### src/rtl/bcd_timer_core.sv
// N-digit BCD up/down timer with an internal tick prescaler, load, pause/resume,
// lap-hold display and terminal stop (WRAP=0) or wrap-around (WRAP=1).
module bcd_timer_core #(
  parameter int unsigned DIGITS   = 2,
  parameter int unsigned TICK_DIV = 100,
  parameter bit          WRAP     = 1'b0
) (
  input  logic                clk,
  input  logic                rst,
  input  logic                start_stop_p,
  input  logic                clear_p,
  input  logic                lap_p,
  input  logic                up_down,
  input  logic                load_en,
  input  logic [4*DIGITS-1:0] load_val,
  output logic [4*DIGITS-1:0] digits_out,
  output logic                running,
  output logic                done,
  output logic                lap_active
);

  localparam int unsigned CW = 4 * DIGITS;
  localparam int unsigned PW = (TICK_DIV > 2) ? $clog2(TICK_DIV) : 1;
  localparam logic [PW-1:0] PRESC_LAST = PW'(TICK_DIV - 1);

  typedef enum logic [1:0] {
    ST_IDLE  = 2'd0,
    ST_RUN   = 2'd1,
    ST_PAUSE = 2'd2,
    ST_DONE  = 2'd3
  } state_e;

  // Clamp every preset nibble above 9 down to 9.
  function automatic logic [CW-1:0] sat_load(input logic [CW-1:0] v);
    logic [CW-1:0] r;
    r = v;
    for (int i = 0; i < int'(DIGITS); i++) begin
      if (v[4*i +: 4] > 4'd9) r[4*i +: 4] = 4'd9;
    end
    return r;
  endfunction

  function automatic logic is_terminal(input logic [CW-1:0] v, input logic up);
    logic t;
    t = 1'b1;
    for (int i = 0; i < int'(DIGITS); i++) begin
      if (v[4*i +: 4] != (up ? 4'd9 : 4'd0)) t = 1'b0;
    end
    return t;
  endfunction

  // One BCD step with carry/borrow ripple; MSB of the result is the ripple-out.
  function automatic logic [CW:0] bcd_step(input logic [CW-1:0] v, input logic up);
    logic [CW-1:0] r;
    logic          c;
    logic [3:0]    d;
    r = v;
    c = 1'b1;
    for (int i = 0; i < int'(DIGITS); i++) begin
      d = v[4*i +: 4];
      if (c) begin
        if (up) begin
          if (d == 4'd9) begin
            r[4*i +: 4] = 4'd0;
          end else begin
            r[4*i +: 4] = d + 4'd1;
            c = 1'b0;
          end
        end else begin
          if (d == 4'd0) begin
            r[4*i +: 4] = 4'd9;
          end else begin
            r[4*i +: 4] = d - 4'd1;
            c = 1'b0;
          end
        end
      end
    end
    return {c, r};
  endfunction

  state_e          state_q, state_d;
  logic [CW-1:0]   count_q, count_d;
  logic [CW-1:0]   snap_q, snap_d;
  logic [PW-1:0]   presc_q, presc_d;
  logic            lap_q, lap_d;
  logic [CW-1:0]   digits_q;
  logic            running_q;
  logic            done_q;
  logic [CW-1:0]   step_val;
  logic            step_ovf;
  logic [CW-1:0]   load_sat;
  logic            wrap_step;

  always_comb begin
    {step_ovf, step_val} = bcd_step(count_q, up_down);
    load_sat             = sat_load(load_val);
  end

  // Next-state: clear beats load beats start/stop beats lap.
  always_comb begin
    state_d   = state_q;
    count_d   = count_q;
    snap_d    = snap_q;
    presc_d   = presc_q;
    lap_d     = lap_q;
    wrap_step = 1'b0;

    if (clear_p) begin
      state_d = ST_IDLE;
      count_d = '0;
      presc_d = '0;
      lap_d   = 1'b0;
    end else begin
      case (state_q)
        ST_IDLE: begin
          if (load_en) begin
            count_d = load_sat;
          end else if (start_stop_p && (WRAP || !is_terminal(count_q, up_down))) begin
            state_d = ST_RUN;
            presc_d = '0;
          end
        end
        ST_RUN: begin
          if (start_stop_p) begin
            state_d = ST_PAUSE;
          end else begin
            if (lap_p) begin
              if (!lap_q) snap_d = count_q;
              lap_d = !lap_q;
            end
            if (presc_q == PRESC_LAST) begin
              presc_d   = '0;
              count_d   = step_val;
              wrap_step = WRAP && step_ovf;
              if (!WRAP && is_terminal(step_val, up_down)) begin
                state_d = ST_DONE;
                lap_d   = 1'b0;
              end
            end else begin
              presc_d = presc_q + PW'(1);
            end
          end
        end
        ST_PAUSE: begin
          if (load_en) begin
            count_d = load_sat;
            state_d = ST_IDLE;
            lap_d   = 1'b0;
          end else if (start_stop_p) begin
            state_d = ST_RUN;
          end else if (lap_p) begin
            if (!lap_q) snap_d = count_q;
            lap_d = !lap_q;
          end
        end
        ST_DONE: begin
          if (load_en) begin
            count_d = load_sat;
            state_d = ST_IDLE;
            lap_d   = 1'b0;
          end
        end
        default: state_d = ST_IDLE;
      endcase
    end
  end

  always_ff @(posedge clk or posedge rst) begin
    if (rst) begin
      state_q   <= ST_IDLE;
      count_q   <= '0;
      snap_q    <= '0;
      presc_q   <= '0;
      lap_q     <= 1'b0;
      digits_q  <= '0;
      running_q <= 1'b0;
      done_q    <= 1'b0;
    end else begin
      state_q   <= state_d;
      count_q   <= count_d;
      snap_q    <= snap_d;
      presc_q   <= presc_d;
      lap_q     <= lap_d;
      digits_q  <= lap_d ? snap_d : count_d;
      running_q <= (state_d == ST_RUN);
      done_q    <= WRAP ? wrap_step : (state_d == ST_DONE);
    end
  end

  assign digits_out = digits_q;
  assign running    = running_q;
  assign done       = done_q;
  assign lap_active = lap_q;

endmodule

### config.mk
export PLATFORM = sky130hd
export DESIGN_NAME = bcd_timer_core
export DESIGN_NICKNAME = d
export VERILOG_FILES = /design/src/rtl/bcd_timer_core.sv
export SDC_FILE = /design/constraint.sdc
export NUM_CORES = 1
export LEC_CHECK = 0
export ABC_CLOCK_PERIOD_IN_PS = 2300
export CAP_MARGIN = 20
export CORE_MARGIN = 2
export CORE_UTILIZATION = 53
export CTS_BUF_LIST = sky130_fd_sc_hd__clkbuf_8
export CTS_CLUSTER_SIZE = 20
export DETAILED_ROUTE_END_ITERATION = 6
export PLACE_DENSITY = 0.88
export SYNTH_ARGS = -nofsm -noshare
export SYNTH_HDL_FRONTEND = slang
export SYNTH_SLANG_ARGS = --single-unit
### constraint.sdc
create_clock -name clk -period 2.3 [get_ports clk]
set_input_delay 0.345 -clock clk [delete_from_list [all_inputs] [get_ports clk]]
set_output_delay 0.345 -clock clk [all_outputs]
set_load 0.01 [all_outputs]
# --- Word level (Yosys, flattened, before mapping) ---
# Index checks and enable logic that the tools add are counted.
totals:
  register_bits: 36
classes:
  add_sub_neg: 5
  order_cmp: 2
  n_eq_ne: 15
  mux: 61
  reduce_logical: 9
ops:
  columns: ["operator", "count"]
  rows:
  - ["two-way mux 8 bit", 10]
  - ["two-way mux 4 bit", 10]
  - ["two-way mux 7 bit", 5]
  - ["one-hot mux 8 bit (2 select lines)", 2]
  - ["two-way mux 1 bit", 22]
  - ["two-way mux 2 bit", 9]
  - ["!= test 4 bit", 4]
  - ["one-hot mux 7 bit (2 select lines)", 1]
  - ["!= test 3 bit (second input constant)", 3]
  - ["adder 4 x 1 -> 4 bit (second input constant)", 2]
  - ["equality test 4 bit (second input constant)", 2]
  - ["> comparator 4 bit (second input constant)", 2]
  - ["logical NOT 4 bit", 2]
  - ["one-hot mux 2 bit (4 select lines)", 1]
  - ["subtractor 4 x 1 -> 4 bit (second input constant)", 2]
  - ["adder 7 x 1 -> 7 bit (second input constant)", 1]
  - ["equality test 7 bit (second input constant)", 1]
  - ["equality test 2 bit (second input constant)", 3]
  - ["equality test 2 x 1 -> 1 bit (second input constant)", 2]
  - ["AND reduction 4 bit", 1]
  - ["one-hot mux 1 bit (3 select lines)", 1]
  - ["nonzero test 3 bit", 1]
  - ["OR reduction 3 bit", 1]
  - ["logical NOT 1 bit", 2]
  - ["2 further kinds", 2]

# --- Logic depth before layout (Yosys ltp) ---
# Gate-level depths: netlist of the first run.
depth:
  word_depth: 16
  depth_mapped: 9
  depth_no_buf: 8

# --- Worst setup path after synthesis of the first run ---
# OpenSTA, ideal clock, no wires.
synth_timing:
  path_kind: "register -> register"
  start: "reg state_q[0]"
  end: "reg digits_q[0], in the netlist digits_out[0]"
  setup_time_ps: 128
  t_arrival_ps: 2030
  required_time_ps: 2172
  path_slack_ps: 143
  stages_incl_launch_ff: 9
  path_cell_list: "dfrtp_1 inv_1 ha_1 or3b_1 a31o_1 a211oi_1 o21a_1 buf_4 mux2_1"
synth_rtl:
  columns: ["item", "line", "text"]
  rows:
  - ["start, declared", "82", "state_e state_q, state_d;"]
  - ["start signal, assigned", "180", "state_q <= state_d;"]
  - ["equality test 2 bit or equality test 2 x 1 -> 1 bit (tied branches)", "115", "case (state_q)"]
  - ["one-hot mux 1 bit (3 select lines) *", "115", null]
  - ["two-way mux 1 bit *", "109", "if (clear_p) begin"]
  - ["net lap_d", "86", "logic lap_q, lap_d;"]
  - ["two-way mux 8 bit *", "185", "digits_q <= lap_d ? snap_d : count_d;"]
  - ["end signal, assigned", "185", null]
  - ["end, declared", "87", "logic [CW-1:0] digits_q;"]
# Mark *: on every way through the listed nets, which the timed path passes. The rest lies on a longest branch.
# A chain may end at the register's enable or synchronous reset.

# --- Worst setup path after layout of the first run ---
layout_timing:
  start: "reg count_q[3]"
  end: "reg digits_q[5], in the netlist digits_out[5]"
layout_between:
  elab_chain_len: 16
layout_rtl:
  columns: ["item", "line", "text"]
  rows:
  - ["start, declared", "83", "logic [CW-1:0] count_q, count_d;"]
  - ["start signal, assigned", "181", "count_q <= count_d;"]
  - ["subtractor 4 x 1 -> 4 bit, or another cell as far along", "73", "r[4*i +: 4] = d - 4'd1;"]
  - ["two-way mux 4 bit, or another cell as far along", "70", "if (d == 4'd0) begin"]
  - ["two-way mux 4 bit or two-way mux 1 bit (tied branches)", "62", "if (up) begin"]
  - ["!= test 4 bit or two-way mux 4 bit (tied branches)", "47, 61", null]
  - ["two-way mux 1 bit or != test 4 bit (tied branches)", "47", "if (v[4*i +: 4] != (up ? 4'd9 : 4'd0)) t = 1'b0;"]
  - ["two-way mux 1 bit", "47", null]
  - ["two-way mux 1 bit", "132", "if (presc_q == PRESC_LAST) begin"]
  - ["two-way mux 1 bit", "125", "if (start_stop_p) begin"]
  - ["two-way mux 1 bit", "115", null]
  - ["two-way mux 1 bit", "109", null]
  - ["two-way mux 1 bit", "136", "if (!WRAP && is_terminal(step_val, up_down)) begin"]
  - ["two-way mux 1 bit", "132", null]
  - ["two-way mux 1 bit", "125", null]
  - ["one-hot mux 1 bit (3 select lines)", "115", null]
  - ["two-way mux 1 bit", "109", null]
  - ["two-way mux 8 bit *", "185", null]
# Every way passes the cells marked *; elsewhere a longest branch is shown, timed or not. The select of a mux whose other input is x is not followed.

==> metrics.yaml, run 1 <==
wirelength_um: 6814
cts_buffers: 5
synth-edff-count: 0
finalCritPeriodShare_pct: 99.73
coreArea_um2: 4354
clk_pin_slew_worst_paths_ns: 0.08
leakagePower_nw: 1.357
cts_root_buffer: "clkbuf_8"
grt_util_all_layers_pct: 26.91
startpoint_type: "register"
vdd_ir_drop_max_mv: 0.6089
grt_max_degree: 37
drt-initial-drc-count: 234
yosys_warnings: 0
ios: 26
synth_compound_area_share_pct: 26.99
synthFlopType: "dfrtp_1"
hold_viol: 0
critical_path.max_stage_delay_ns: 0.50
post_drt_via_cell_ratio: 6.568
final_core_util_pct: 72.04
switching_share_pct: 39.56
hpwlAfterDp_um: 4483
worstSetupPathType: "reg2reg"
yosys-mux-area-fraction_pct: 4.193
grt_first_pass_wirelength_um: 10770
place_area_um2: 2919
place_inst: 363
finalNonFillerCells: 377
dieWidth_um: 71.12
postLayoutCellArea_um2: 3137
diodes: 0
synth_top_area_share_pct: 37.74
synth_most_common_cell: "dfrtp_1"
syn_avg_cell_area_um2: 8.908
synth.ff_latch_count: 36
cp_max_fo: 10
cts_max_level: 2
synth_async_sr_flop_share_pct: 100.0
clockBufferDepth: 2
post_synth_xor_area_fraction_pct: 1.101
internal_power_mw: 1.566
outcome: "finished with violations"
hold_class: "in2async"
rows: 24
cts.sinks: 36
syn_nets: 288
syn_to_final_growth_pct: 31.39
relSlewSlack_pct: 65.34
combPwrFrac_pct: 49.9
synth_fa_ha_area_share_pct: 2.621
overflow: 0
drv_slew: 0
cts_tree: "yes"
wl_per_cell_um: 18.07
finClkSkew_ns: 0.01092
p_per_area_nw_per_um2: 825.9
cts_hold_buf: 0
cp_slowest_cell: "dfrtp_2"
grt_pass1_vias: 2265
worst_pin_slew_ns: 0.5164
drive_above_1_share_pct: 24.31
finalSetupViolCount: 0
critPathCaptureType: "register"
numPortBuffers: 25
ant_nets: 0
crit_chain: "buf_4 > a2111oi_0 > o311a_1 > nand4_2 > o21a_2 > buf_12 > mux2_1"
synth-simple-area-share_pct: 21.12
synth_top_cell_by_area: "dfrtp_1"
start_util_pct: 54.83
gp_congestion: 0.8830
max_freq_ghz: 0.4360
fp.dieH_um: 71.12
cap_violations: 0
yosysSeqAreaShare_pct: 37.74
syn_area_um2: 2387
synth.cells.most_frequent: "dfrtp_1, nand2_1, o21ai_0"
seqPwrFrac_pct: 32.2
worstPathArrival_ns: 2.46
power.total_mw: 2.591
drc_errors: 2
synth_top_family_by_area: "compound AO/OA/AOI/OAI gates"
clkPwrFrac_pct: 17.9
violations: "DRC"
nets: 344
fin_crit_ns: 2.294
grt_antenna_before_repair: 0
insertion_delay_ns: 0.30
ys_types: 59
syn_inst: 268
worstPathRequired_ns: 2.47
dieArea_um2: 5057
synth.area.top_cells: "dfrtp_1, mux2_1, o21ai_0, a21oi_1, a22o_1"
switchingPower_mw: 1.025
num_vias: 2476
dr.pass1.iters: 7
-- sequential cells by signal, summed over array words and instances, names as in the netlist --
register	flops
count_q	8
digits_out	8
snap_q	8
presc_q	7
state_q	2
done	1
lap_active	1
running	1
-- cell type report --
| type | instances | area (um2) |
|---|---|---|
| Clock inverter | 3 | 23.77 |
| Timing Repair Buffer | 73 | 634.4 |
| Inverter | 10 | 37.54 |
| Fill cell | 308 | 1217 |
| Multi-Input combinational cell | 198 | 1401 |
| Tap cell | 52 | 65.06 |
| Sequential cell | 36 | 905.9 |
| Clock buffer | 5 | 68.82 |
-- metrics by stage --
step           setup TNS (ns)  hold slack [ns]  worst slack [ns]
2_1_floorplan               0           0.4186            0.1427
3_3_place_gp           -5.747           0.4832           -0.3584
3_5_place_dp           -6.662           0.4846           -0.3998
4_1_cts                     0           0.4718           0.01184
5_1_grt               -0.1402           0.5041          -0.02948
6_report                    0           0.4546          0.006323
-- worst max-delay path, delay by kind of cell (launching register included) --
family / cells / cell delay (ns)
compound gates: 3 / 0.93
flops: 1 / 0.50
mux: 1 / 0.31
simple gates: 1 / 0.12
buf+inv: 2 / 0.32
-- placed cells by master (no fill, tap or decap), types with 7 or more instances in the layout --
cell	count
clkdlybuf4s50_1	24
buf_4	46
o21ai_1	13
a22o_1	8
o21ai_0	17
inv_1	10
a211oi_1	7
nand2_1	17
nor2_1	14
mux2_1	8
a21oi_1	14
and3_1	8
nor3_1	11
dfrtp_1	32
-- metal layers --
layer	wire, um	GRT usage [%]	part of all wire, %
met2	3458	44.24	51
met3	515	5.271	7.6
met1	2646	34.99	39
met5	0	0	0
met4	193	10.90	2.8
-- cell families after synthesis --
kind of cell | Yosys count
XOR/XNOR | 3
buffers and inverters | 34
adder cells (fa/ha/maj) | 5
flip-flops | 36
AND/OR/NAND/NOR | 88
multiplexers | 9
AO/OA/AOI/OAI | 93
-- final timing paths --
check                           slack, ns  cells past startpoint       endpoint        from
max in group asynchronous            1.49                      3     count_q[3]         rst
min in group clk                     0.51                      1     presc_q[3]  presc_q[3]
worst max-delay path                0.006                      7  digits_out[5]  count_q[3]
worst min-delay path                 0.45                      3      snap_q[4]         rst
worst max register to register      0.006                      7  digits_out[5]  count_q[3]
worst min register to register       0.51                      1     presc_q[3]  presc_q[3]
-- power by group through the flow --
stage	registers, mW	clock network, mW	logic, mW
after floorplan	0.823	0	0.718
after global placement	0.834	0	1.10
after detailed placement	0.839	0	1.15
after CTS	0.831	0.467	1.20
after global routing	0.847	0.495	1.40
final	0.834	0.465	1.29
-- repair_timing --
| item | CTS | global route |
|---|---|---|
| buffers inserted | 0 | 6 |
| pin swaps | 4 | 1 |
| endpoints found under the setup margin | 16 | 17 |
| resized for setup | 9 | 8 |
(Power assumes the default switching activity.)
==> run 2: changes to the inputs <==
--- a/config.mk
+++ b/config.mk
@@ -8,11 +8,11 @@
 export ABC_CLOCK_PERIOD_IN_PS = 2300
 export CAP_MARGIN = 20
 export CORE_MARGIN = 2
-export CORE_UTILIZATION = 53
+export CORE_UTILIZATION = 39
 export CTS_BUF_LIST = sky130_fd_sc_hd__clkbuf_8
 export CTS_CLUSTER_SIZE = 20
 export DETAILED_ROUTE_END_ITERATION = 6
-export PLACE_DENSITY = 0.88
+export PLACE_DENSITY = 0.7
 export SYNTH_ARGS = -nofsm -noshare
 export SYNTH_HDL_FRONTEND = slang
 export SYNTH_SLANG_ARGS = --single-unit
==> run 2 against run 1 <==
  * The flow now finishes without violations
  * Global-route usage down 6.0 points
  * Cell count up 7.7%
  * Hold slack better by 0.0098 ns
  * Clock skew down 0.0034 ns
  * Die area up 34%
  * Register-to-register slack better by 0.02 ns
  * Critical path type unchanged
==> metrics.yaml, run 2 (same netlist as run 1, synthesis figures left out) <==
outcome: "finished clean"
cts_max_level: 2
max_freq_ghz: 0.4398
nets: 351
vdd_ir_drop_max_mv: 0.4888
hpwlAfterDp_um: 4679
finClkSkew_ns: 0.007550
wl_per_cell_um: 17.16
drive_above_1_share_pct: 28.40
postLayoutCellArea_um2: 3302
post_drt_via_cell_ratio: 5.887
grt_antenna_before_repair: 0
p_per_area_nw_per_um2: 812.1
worstSetupPathType: "reg2reg"
ff_latch_area_um2: 903.4
hold_class: "in2async"
nFillCells: 506
layout_common_cells: "buf_4, dfrtp_1, clkdlybuf4s50_1, nand2_1, o21ai_0"
clockBufferDepth: 2
timing.final.ws_setup_ns: 0.02605
leakagePower_nw: 1.443
startpoint_type: "register"
fin_crit_ns: 2.274
worst_pin_slew_ns: 0.5341
cts_root_buffer: "clkbuf_8"
drt-initial-drc-count: 167
numPortBuffers: 25
gp_congestion: 0.9222
clk_pin_slew_worst_paths_ns: 0.07
grt_max_degree: 37
cp_max_fo: 7
final_common_cell: "buf_4"
insertion_delay_ns: 0.28
grt_pass1_vias: 2183
r2r_slack_ns: 0.03
fin_setup_tns_ns: 0
grt_util_all_layers_pct: 20.94
worstPathArrival_ns: 2.44
dieArea_um2: 6763
coreArea_um2: 5921
cts_buffers: 5
finalCritPeriodShare_pct: 98.87
place_area_um2: 2958
ant_nets: 0
diodes: 0
critPathCaptureType: "register"
num_vias: 2390
grt_first_pass_wirelength_um: 10870
rsz0062_at_grt: "true"
rr_endpoint: "digits_out[2]"
drv_slew: 0
drc_errors: 0
rr_startpoint: "count_q[3]"
multi_input_comb_area_um2: 1499
cts_hold_buf: 0
fp.dieH_um: 82.24
start_util_pct: 40.32
hold_viol: 0
rows: 28
finalSetupViolCount: 0
cts_tree: "yes"
syn_to_final_growth_pct: 38.31
worstPathRequired_ns: 2.46
dr.pass1.iters: 4
wirelength_um: 6968
ios: 26
finalNonFillerCells: 406
r2r_cells: 8
cap_violations: 0
cts.sinks: 36
overflow: 0
dieWidth_um: 82.24
dp_slack_ns: -0.4277
relSlewSlack_pct: 64.16
place_inst: 389
-- run 2: cell types whose count changed in the layout (fill, tap and decap cells not counted), sizes merged --
cell,delta
clkinvlp,-2
buf,+5
dlymetal6s2s,+4
clkdlybuf4s50,-2
clkinv,-1
clkbuf,+2
dlygate4sd2,-1
o21a,+1
-- run 2: what timing repair did --
action | in CTS | in global routing
pin swaps | 1 | 12
cloned | 0 | 1
endpoints found under the hold margin | 0 | 0
resized for setup | 7 | 29
setup buffers | 0 | 9
endpoints found under the setup margin | 16 | 16
-- run 2: area by class of cell --
cell class	instances	area share [%]
flip-flops and latches	36	27.36
repair buffers	79	20.35
clock buffers	7	2.918
well taps	75	2.842
inverters	10	1.137
multi-input cells	199	45.40
-- run 2: layer usage --
metal	GRT usage [%]	up-vias	wire length [um]
met4	5.500	0	95
met2	34.68	62	3504
met3	3.478	13	320
met1	28.33	1185	3048
li1	-	1130	-
met5	0	-	0
-- run 2: worst max-delay path: stages, from the launching register on --
cell and delay [ns]:
dfrtp_2 0.45, buf_4 0.15, buf_4 0.14, nand2_1 0.12, nor4_1 0.07, o32ai_1 0.35
nand4_2 0.23, o21a_4 0.33, mux2_4 0.32
-- run 2: per-stage QoR --
step	utilization [%]	power (mW)	hold slack, ns
CTS	52.22	2.550	0.4784
finish	55.77	2.681	0.4644
floorplan	-	1.541	0.4186
global placement	49.96	1.994	0.4844
detailed placement	49.96	2.027	0.4866
global route	55.77	2.861	0.5064
-- run 2: worst max-delay path by stage --
stage	depth (start not counted)	to	from
floorplan	8	digits_out[0]	state_q[0]
global placement	7	digits_out[3]	start_stop_p
detailed placement	9	digits_out[2]	up_down
CTS	9	digits_out[2]	up_down
global route	6	state_q[1]	count_q[4]
finish	8	digits_out[2]	count_q[3]
-- run 2: where the power goes --
group	switching, mW	total, mW	internal (mW)
clock	0.214	0.481	0.267
sequential	0.0877	0.827	0.740
combinational	0.719	1.37	0.654
==> run 3: changes to the inputs <==
--- a/config.mk
+++ b/config.mk
@@ -5,7 +5,7 @@
 export SDC_FILE = /design/constraint.sdc
 export NUM_CORES = 1
 export LEC_CHECK = 0
-export ABC_CLOCK_PERIOD_IN_PS = 2300
+export ABC_CLOCK_PERIOD_IN_PS = 2000
 export CAP_MARGIN = 20
 export CORE_MARGIN = 2
 export CORE_UTILIZATION = 39
@@ -13,6 +13,7 @@
 export CTS_CLUSTER_SIZE = 20
 export DETAILED_ROUTE_END_ITERATION = 6
 export PLACE_DENSITY = 0.7
+export SETUP_SLACK_MARGIN = 0.3
 export SYNTH_ARGS = -nofsm -noshare
 export SYNTH_HDL_FRONTEND = slang
 export SYNTH_SLANG_ARGS = --single-unit
==> constraint.sdc (replaced) <==
create_clock -name clk -period 2 [get_ports clk]
set_input_delay 0.3 -clock clk [delete_from_list [all_inputs] [get_ports clk]]
set_output_delay 0.3 -clock clk [all_outputs]
set_load 0.01 [all_outputs]
==> run 3 against run 2 <==
  * The flow now finishes with violations (setup timing)
  * Die area did not move
  * Maximum frequency grew 7.1%
  * Count of clock-buffer cells in the layout shrank 2
  * Critical path depth shrank 1
  * Combinational power rose by 45%
  * Non-clock buffer count rose by 27
  * Final area grew 13%
  * Register-to-register slack worse by 0.15 ns
  * Core utilization increased by 7.2 points
  * Cell count up 6.7%
  * Clock power grew 11%
  * Setup slack worse by 0.15 ns
  * Critical path type unchanged
==> metrics.yaml, run 3 (same netlist as run 1, synthesis figures left out) <==
hold_class: "in2async"
start_util_pct: 40.32
drive_above_1_share_pct: 41.90
power.total_mw: 3.465
cap_violations: 0
cts_root_buffer: "clkbuf_8"
finalSetupViolCount: 15
fin_crit_ns: 2.123
syn_to_final_growth_pct: 56.08
cts_tree: "yes"
gp_congestion: 0.9037
hpwlAfterDp_um: 5012
grt_antenna_before_repair: 0
cts.sinks: 36
p_per_area_nw_per_um2: 930.0
insertion_delay_ns: 0.30
r2r_cells: 7
numPortBuffers: 25
overflow: 0
hold_ws_ns: 0.4060
rows: 28
worstPathArrival_ns: 2.30
clockBufferDepth: 2
leakagePower_nw: 1.596
critPathCaptureType: "register"
coreArea_um2: 5921
violations: "setup timing"
grt_pass1_vias: 2371
drv_slew: 0
cts_buffers: 5
rsz0062_at_grt: "true"
cts_max_level: 2
fp.dieH_um: 82.24
grt_max_degree: 37
max_freq_ghz: 0.4709
worstSetupPathType: "reg2reg"
ant_nets: 0
dieArea_um2: 6763
cp_max_fo: 9
outcome: "finished with violations"
ios: 26
grt_util_all_layers_pct: 21.91
nets: 377
diodes: 0
grt_first_pass_wirelength_um: 11390
vdd_ir_drop_max_mv: 0.5495
relSlewSlack_pct: 68.49
dr.pass1.iters: 4
drt-initial-drc-count: 140
worstPathRequired_ns: 2.18
timing.final.ws_setup_ns: -0.1234
worst_pin_slew_ns: 0.4726
clk_pin_slew_worst_paths_ns: 0.08
drc_errors: 0
num_vias: 2454
wl_per_cell_um: 16.88
startpoint_type: "register"
finalCritPeriodShare_pct: 106.2
final_common_cell: "buf_4"
wirelength_um: 7311
post_drt_via_cell_ratio: 5.667
dieWidth_um: 82.24
finClkSkew_ns: 0.004258
layout_common_cells: "buf_4, dfrtp_1, clkdlybuf4s50_1, o21ai_1, nand2_1"
hold_viol: 0
cts_hold_buf: 0
-- run 3: cell type report --
type / instances / area (um2)
clock buffer: 5 / 68.82
timing repair buffer: 106 / 927.1
fill: 489 / 2195
clock inverter: 3 / 18.77
sequential: 36 / 907.1
inverter: 10 / 37.54
tap: 75 / 93.84
multi-input combinational: 198 / 1673
-- run 3: repair_timing --
action	CTS	global route
endpoints found under the setup margin	35	36
resized for setup	36	47
buffers inserted	2	5
pin swaps	10	12
-- run 3: through the flow --
stage / TNS [ns] / util [%] / cell area (um2) / instances / setup WS (ns)
3_3_place_gp: -12.50 / 54.61 / 3233 / 418 / -0.6188
3_5_place_dp: -13.43 / 54.61 / 3233 / 418 / -0.6591
4_1_cts: -1.512 / 58.66 / 3473 / 428 / -0.1353
2_1_floorplan: -0.9229 / - / 2424 / 268 / -0.1119
5_1_grt: -2.872 / 62.93 / 3726 / 433 / -0.2152
6_report: -1.133 / 62.93 / 3726 / 433 / -0.1234
-- run 3: path summary, 6_finish.rpt --
kind,startpoint,to,slack (ns)
worst max register to register,state_q[0],digits_out[2],-0.12
worst max-delay path,state_q[0],digits_out[2],-0.12
max in group asynchronous,rst,count_q[1],1.24
min in group clk,snap_q[0],snap_q[0],0.51
worst min-delay path,rst,snap_q[7],0.41
worst min register to register,snap_q[0],snap_q[0],0.51
-- run 3: where the power goes --
group          total [mW]  internal, mW  leakage (nW)  switching (mW)
clock network       0.533         0.243        0.0479           0.290
logic                1.98         0.992          1.06           0.992
registers           0.948         0.853         0.483          0.0957
-- run 3: routing by layer --
layer / vias up / share of wire (%) / GRT usage (%)
met5: - / 0 / 0
met4: 0 / 2.0 / 6.500
met3: 17 / 3.7 / 3.043
met2: 56 / 51 / 38.47
met1: 1204 / 43 / 27.88
li1: 1177 / - / -
-- run 3: critical path: stages, from the launching register on --
cell and delay (ns):
dfrtp_1 0.40, inv_2 0.09, ha_4 0.13, or3b_1 0.35, a31o_1 0.22, a211oi_2 0.21, o21a_4 0.25, mux2_1 0.35
